## src/rtl/riscv_mdu.sv

```systemverilog
// Iterative RV32M multiply/divide unit: one bit per cycle on operand magnitudes.
// A fix-up cycle applies signs, then the result is shown for one cycle with valid_o.
module riscv_mdu #(
  parameter int WORD_WIDTH   = 32,
  parameter int MDU_OP_WIDTH = 3
) (
  input  logic                    clk,
  input  logic                    rst_n,
  input  logic                    en_i,
  output logic                    ready_o,
  input  logic [MDU_OP_WIDTH-1:0] mdu_op_i,
  input  logic [WORD_WIDTH-1:0]   op_a_i,
  input  logic [WORD_WIDTH-1:0]   op_b_i,
  input  logic                    flush_i,
  output logic                    valid_o,
  output logic [WORD_WIDTH-1:0]   result_o,
  output logic                    busy_o
);

  localparam int W     = WORD_WIDTH;
  localparam int CNT_W = $clog2(WORD_WIDTH);

  localparam logic [MDU_OP_WIDTH-1:0] OP_MUL    = 3'b000;
  localparam logic [MDU_OP_WIDTH-1:0] OP_MULH   = 3'b001;
  localparam logic [MDU_OP_WIDTH-1:0] OP_MULHSU = 3'b010;
  localparam logic [MDU_OP_WIDTH-1:0] OP_MULHU  = 3'b011;
  localparam logic [MDU_OP_WIDTH-1:0] OP_DIV    = 3'b100;
  localparam logic [MDU_OP_WIDTH-1:0] OP_DIVU   = 3'b101;
  localparam logic [MDU_OP_WIDTH-1:0] OP_REM    = 3'b110;
  localparam logic [MDU_OP_WIDTH-1:0] OP_REMU   = 3'b111;

  localparam logic [W-1:0] MIN_INT = {1'b1, {(W-1){1'b0}}};

  // Handshake: a request is taken at a rising edge when en_i & ready_o & ~flush_i;
  // valid_o is a single-cycle pulse with result_o, and nothing waits on a consumer.
  typedef enum logic [1:0] {IDLE, CALC, FIX, DONE} state_t;

  state_t                    state, state_next;
  logic [MDU_OP_WIDTH-1:0]   op_q;
  logic [W-1:0]              operand_q;
  logic [2*W-1:0]            acc_q;
  logic                      neg_q;
  logic                      rem_neg_q;
  logic [CNT_W-1:0]          cnt_q;
  logic [W-1:0]              result_q;

  logic                      accept;
  logic                      is_div_in;
  logic                      a_signed_in, b_signed_in;
  logic                      a_neg_in, b_neg_in;
  logic [W-1:0]              a_mag_in, b_mag_in;
  logic                      div_zero, div_ovf, special;
  logic [W-1:0]              special_result;

  logic [W:0]                mul_sum;
  logic [2*W-1:0]            mul_next;
  logic [W:0]                div_shift;
  logic                      div_ge;
  logic [W-1:0]              div_diff;
  logic [2*W-1:0]            div_next;

  logic [2*W-1:0]            prod;
  logic [W-1:0]              quot;
  logic [W-1:0]              remv;
  logic [W-1:0]              fix_result;

  // Operand decode straight from the request inputs, used only at the accepting edge.
  always_comb begin
    accept         = en_i & ready_o & ~flush_i;
    is_div_in      = mdu_op_i[2];
    a_signed_in    = mdu_op_i[2] ? ~mdu_op_i[0] : (mdu_op_i[1:0] != 2'b11);
    b_signed_in    = mdu_op_i[2] ? ~mdu_op_i[0] : ~mdu_op_i[1];
    a_neg_in       = a_signed_in & op_a_i[W-1];
    b_neg_in       = b_signed_in & op_b_i[W-1];
    a_mag_in       = a_neg_in ? -op_a_i : op_a_i;
    b_mag_in       = b_neg_in ? -op_b_i : op_b_i;
    div_zero       = is_div_in & (op_b_i == '0);
    div_ovf        = is_div_in & ~mdu_op_i[0] & (op_a_i == MIN_INT) & (op_b_i == '1);
    special        = div_zero | div_ovf;
    special_result = mdu_op_i[1] ? (div_zero ? op_a_i : '0) : (div_zero ? '1 : MIN_INT);
  end

  // Multiply keeps the multiplier in acc low half and shifts the partial sum in from the top.
  // Divide keeps the dividend in acc low half; quotient bits shift in as dividend bits shift out.
  always_comb begin
    mul_sum   = {1'b0, acc_q[2*W-1:W]} + (acc_q[0] ? {1'b0, operand_q} : '0);
    mul_next  = {mul_sum, acc_q[W-1:1]};
    div_shift = {acc_q[2*W-1:W], acc_q[W-1]};
    div_ge    = div_shift >= {1'b0, operand_q};
    div_diff  = div_shift[W-1:0] - operand_q;
    div_next  = {(div_ge ? div_diff : div_shift[W-1:0]), acc_q[W-2:0], div_ge};
  end

  always_comb begin
    prod = neg_q ? -acc_q : acc_q;
    quot = neg_q ? -acc_q[W-1:0] : acc_q[W-1:0];
    remv = rem_neg_q ? -acc_q[2*W-1:W] : acc_q[2*W-1:W];
    case (op_q)
      OP_MUL:                      fix_result = prod[W-1:0];
      OP_MULH, OP_MULHSU, OP_MULHU: fix_result = prod[2*W-1:W];
      OP_DIV, OP_DIVU:             fix_result = quot;
      OP_REM, OP_REMU:             fix_result = remv;
      default:                     fix_result = '0;
    endcase
  end

  always_ff @(posedge clk or negedge rst_n) begin
    if (!rst_n) state <= IDLE;
    else        state <= state_next;
  end

  always_comb begin
    state_next = state;
    case (state)
      IDLE: if (accept) state_next = special ? DONE : CALC;
      CALC: if (flush_i) state_next = IDLE;
            else if (cnt_q == '0) state_next = FIX;
      FIX:  state_next = flush_i ? IDLE : DONE;
      DONE: state_next = IDLE;
      default: state_next = IDLE;
    endcase
  end

  always_comb begin
    ready_o  = (state == IDLE);
    busy_o   = (state == CALC) | (state == FIX);
    valid_o  = (state == DONE) & ~flush_i;
    result_o = result_q;
  end

  always_ff @(posedge clk or negedge rst_n) begin
    if (!rst_n) begin
      op_q      <= '0;
      operand_q <= '0;
      acc_q     <= '0;
      neg_q     <= 1'b0;
      rem_neg_q <= 1'b0;
      cnt_q     <= '0;
      result_q  <= '0;
    end else begin
      if (accept) begin
        op_q      <= mdu_op_i;
        operand_q <= is_div_in ? b_mag_in : a_mag_in;
        acc_q     <= {{W{1'b0}}, (is_div_in ? a_mag_in : b_mag_in)};
        neg_q     <= a_neg_in ^ b_neg_in;
        rem_neg_q <= a_neg_in;
        cnt_q     <= CNT_W'(W - 1);
        if (special) result_q <= special_result;
      end else if (state == CALC) begin
        acc_q <= op_q[2] ? div_next : mul_next;
        cnt_q <= cnt_q - 1'b1;
      end else if (state == FIX && !flush_i) begin
        result_q <= fix_result;
      end
    end
  end

endmodule

```

## config.mk

```make
export PLATFORM = sky130hd
export DESIGN_NAME = riscv_mdu
export DESIGN_NICKNAME = d
export VERILOG_FILES = /design/src/rtl/riscv_mdu.sv
export SDC_FILE = /design/constraint.sdc
export NUM_CORES = 1
export LEC_CHECK = 0
export ABC_AREA = 1
export BUFFER_PORTS_ARGS = -buffer_cell sky130_fd_sc_hd__buf_2
export CAP_MARGIN = 20
export CORE_AREA = 2 2 215 217
export CTS_CLUSTER_SIZE = 30
export DETAILED_ROUTE_END_ITERATION = 10
export DIE_AREA = 0 0 217 219
export GPL_ROUTABILITY_DRIVEN = 0
export PLACE_DENSITY_LB_ADDON = 0.15
export REMOVE_ABC_BUFFERS = 1
export SLEW_MARGIN = 20
export SYNTH_ARGS = -nofsm -noshare
export SYNTH_HDL_FRONTEND = slang
export SYNTH_SLANG_ARGS = --single-unit
```

## constraint.sdc

```tcl
create_clock -name clk -period 5.35 [get_ports clk]
set_clock_uncertainty 0.05 [all_clocks]
set_input_delay 1.07 -clock clk [delete_from_list [all_inputs] [get_ports clk]]
set_output_delay 1.07 -clock clk [all_outputs]
set_load 0.02 [all_outputs]
```

==> summary.md <==
The flow ran to the end, and the final reports show no timing, DRC or antenna violations. The worst hold-check path type was input port to async pin. The buffering stage count on the worst path with inverters included is 3, and the worst endpoint required time is 5.65 ns. The mean area per synthesized cell works out to 5.710 sq um. The worst setup path is captured at a register. The die area was 47,520 sq um; the areal power density over the cells was 709.9 nW/um^2.

For the initial antenna violation count, the log shows 1. The worst slew margin relative to its limit was 0.3432; the critical-path maximum fanout was 19. The placeable core area is 45,090 sq um, and the final-report max-slew violation count is 0.

After synthesis the cells add up to 17,430 sq um. Summed over all instances, the cell type with the most area after synthesis is sky130_fd_sc_hd__nand2_1. Async set or reset register ratio after synthesis: 1.000. By area the synthesized netlist is led by sky130_fd_sc_hd__nand2_1, sky130_fd_sc_hd__dfrtp_1, sky130_fd_sc_hd__nand3_1. For the slack of the critical path, the log shows 1.703 ns.

The data arrival time of the worst path came out at 3.94 ns. In this run the horizontal extent of the chip is 217 microns. Across the run, the number of max-cap violations was 0. Family with the most delay on the worst path: simple AND/OR/NAND/NOR gates.

The worst slack on hold paths came out at 0.4018 ns. In this run the deepest clock path goes through 2 buffers. For the pin with the worst max-slew slack, the measured transition is 0.9841 ns. Among all stages on the critical path, the largest delay is contributed by sky130_fd_sc_hd__dfrtp_1. Fraction of the cycle the final worst path needs: 0.6817. Setup repair after global routing left no endpoint under its margin.

Counting stages on the worst path, the most repeated cell is sky130_fd_sc_hd__nand2_1. OpenSTA, run right after detailed placement, puts the worst setup slack at 1.560 ns. The share of layout cells above drive strength 1 was 0.06501; the number of nets with antenna violations after detailed routing was 0.

The number of synthesized register bits was 140; the global-route wire length before repair was 120.1 mm. The clock-pin slew on the worst setup and hold paths was 0.07 ns; the vias after detailed routing was 21,479. The total of buffers placed on input and output ports is 105, and the count of mapped cells out of synthesis is 3,052. The number of buffers inserted for hold repair after clock tree synthesis is 0, and the distinct cell type count after synthesis is 57. The repair_antennas step left the layout with diodes totalling 0. For the site row count, the log shows 78. The total setup buffers inserted after CTS is 0, and the clock network latency to the later pin of the worst-skew pair is 0.46 ns.

Entering global routing, the biggest net connects 121 pins. The share of the synthesized area in the top cell type is 0.2029. The count of flip-flops with a built-in enable after synthesis was 0; the DRC marker count from the first detailed-route iteration was 3,155. The tools report the type of element launching the critical path as a register. The total count of hold-check failures in the final report is 0.

Compared with the post-synthesis result, the final layout area differs by 9.398%. The fmax was 274.2 MHz. The initial standard-cell utilization of the core came out at 0.3865.

Subtracting the final worst setup slack from the clock period gives 3.647 ns. The number of global-route vias before repair was 19,632; the TritonCTS buffer count was 17. The global-route usage over all layers came out at 0.3340.

The signal on the critical path passes through buf_4 -> nand2_1 -> fa_1 -> o21ai_0 -> inv_1 -> o21ai_0 -> nand2_1 -> nand2_1 -> nand2_1 -> nand3_1 -> nand3_1 -> nand2_1 -> inv_1 -> nand2_1 -> nand2_1. For the aggregate global routing overflow, the log shows 0. The final routed DRC violation total was 0; the I/O pin count was 106. The run gives 0.2010 as the portion of the post-synthesis area used by sequential elements. The HPWL after detailed placement is 63.34 mm. Wire length after detailed routing: 80.40 mm. Counting every sink on the clock net gives 140. The first detailed-routing pass ran for 7 iterations. The leakage power figure was 0.009587 uW; the ratio of routed vias to standard cells was 5.794. The final layout contains 3,243 nets.

The Yosys step of the flow raised 0 warnings. The critical path is of the register to register type. The H-tree level count was 4. Clock tree synthesis selected as its root buffer the cell sky130_fd_sc_hd__clkbuf_16. For this run, the slowest stage of the critical path takes 0.88 ns.

The post-cts sizing count is 0. Predominant post-synthesis flop cell: sky130_fd_sc_hd__dfrtp_1. TritonCTS built the clock tree.

The worst-case IR drop observed on VDD is 484.7 uV. The sum of negative setup slack is 0 ns. Dividing the detail-routed wire length by the instance count gives 21.69 microns.

The setup-violating endpoint count in the final report is 0. The die height was 219 microns.
-- final timing paths --
check                                     start                       end  slack, ns  cells past startpoint
max                        acc_q[0]$_DFFE_PN0P_     acc_q[53]$_DFFE_PN0P_       1.70                     15
min                                       rst_n  result_o[15]$_DFFE_PN0P_       0.40                      1
max reg2reg                acc_q[0]$_DFFE_PN0P_     acc_q[53]$_DFFE_PN0P_       1.70                     15
min reg2reg                cnt_q[4]$_DFFE_PN0P_      cnt_q[4]$_DFFE_PN0P_       0.46                      1
max in group asynchronous                 rst_n     acc_q[61]$_DFFE_PN0P_       3.79                      2
min in group clk           cnt_q[4]$_DFFE_PN0P_      cnt_q[4]$_DFFE_PN0P_       0.46                      1
-- worst reg2reg max path, cell delays in order (launching register included) --
cell                      delay [ns]
sky130_fd_sc_hd__dfrtp_1        0.88
sky130_fd_sc_hd__buf_4          0.38
sky130_fd_sc_hd__nand2_1        0.13
sky130_fd_sc_hd__fa_1           0.49
sky130_fd_sc_hd__o21ai_0        0.33
sky130_fd_sc_hd__inv_1          0.14
sky130_fd_sc_hd__o21ai_0        0.28
sky130_fd_sc_hd__nand2_1        0.13
sky130_fd_sc_hd__nand2_1        0.17
sky130_fd_sc_hd__nand2_1        0.10
sky130_fd_sc_hd__nand3_1        0.08
sky130_fd_sc_hd__nand3_1        0.09
sky130_fd_sc_hd__nand2_1        0.11
sky130_fd_sc_hd__inv_1          0.05
sky130_fd_sc_hd__nand2_1        0.08
sky130_fd_sc_hd__nand2_1        0.06
-- metrics by stage --
step	area, sq um	cells	total power [uW]	utilization
after global routing	19060	3707	14540	0.4228
final	19060	3707	13530	0.4228
after detailed placement	18450	3676	11800	0.4091
after CTS	19060	3707	13170	0.4228
after floorplan	16980	2951	8454	-
after global placement	18450	3676	11770	0.4091
-- cells in the final DEF, fill, tap and decap left out, drive strengths merged --
master,n
o31ai,1
nand2,950
bufinv,4
dfrtp,140
nand3,312
a31oi,8
o22ai,5
fa,2
a211oi,1
a21oi,172
o2111ai,1
ha,75
xnor2,10
and3,1
nand2b,1
a22oi,15
xor2,69
nand3b,20
nor3,28
o21a,7
a21o,12
o21ai,189
and2,3
or2,5
o21bai,5
nor2,391
clkinv,4
clkbuf,18
o211ai,29
nor3b,1
inv,394
o311ai,1
a32oi,1
clkinvlp,2
nor4,12
a221oi,25
o221ai,16
nand4,52
buf,125
-- sequential cells by signal, indices dropped and copies added, names as in the netlist --
register   flops
operand_q     32
acc_q         64
state          2
rem_neg_q      1
cnt_q          5
result_o      32
neg_q          1
op_q           3
-- report_power, final --
part           internal (uW)  leakage, uW  total (uW)  switching [uW]
Clock                    781     0.000297        1330             547
Combinational           2920      0.00759        9570            6650
Sequential              1560      0.00170        2630            1070
-- layout make-up --
cell class | instances | area (sq um)
Multi-Input combinational cell | 2420 | 12030
Clock inverter | 13 | 188.9
Sequential cell | 140 | 3505
Clock buffer | 18 | 429.2
Tap cell | 600 | 750.7
Inverter | 391 | 1468
Fill cell | 5009 | 26020
Timing Repair Buffer | 125 | 694.4
-- per-layer routing --
| layer | vias up | GRT usage | routed length (microns) |
|---|---|---|---|
| li1 | 10049 | - | - |
| met1 | 9887 | 0.4563 | 33490 |
| met2 | 1331 | 0.5135 | 34070 |
| met3 | 210 | 0.05655 | 8748 |
| met4 | 2 | 0.1539 | 4070 |
| met5 | - | 0 | 13 |
-- synthesized netlist by cell type, types with 12 or more instances --
library cell / count
sky130_fd_sc_hd__nand2_1: 942
sky130_fd_sc_hd__inv_1: 387
sky130_fd_sc_hd__nor2_1: 382
sky130_fd_sc_hd__nand3_1: 306
sky130_fd_sc_hd__o21ai_0: 178
sky130_fd_sc_hd__a21oi_1: 167
sky130_fd_sc_hd__dfrtp_1: 140
sky130_fd_sc_hd__ha_1: 75
sky130_fd_sc_hd__clkbuf_1: 71
sky130_fd_sc_hd__xor2_1: 69
sky130_fd_sc_hd__nand4_1: 52
sky130_fd_sc_hd__o211ai_1: 29
sky130_fd_sc_hd__nor3_1: 27
sky130_fd_sc_hd__a221oi_1: 25
sky130_fd_sc_hd__nand3b_1: 20
sky130_fd_sc_hd__buf_2: 18
sky130_fd_sc_hd__o221ai_1: 16
sky130_fd_sc_hd__a22oi_1: 15
sky130_fd_sc_hd__a21o_1: 12
-- cell families after synthesis --
kind of cell | synth area share
DFF | 0.2010
xor gates and xnor gates | 0.03970
adders and majority gates | 0.05615
AOI/OAI and AO/OA | 0.1630
and+or+nand+nor | 0.4300
buffers and inverters | 0.1101
(Power assumes the default switching activity.)
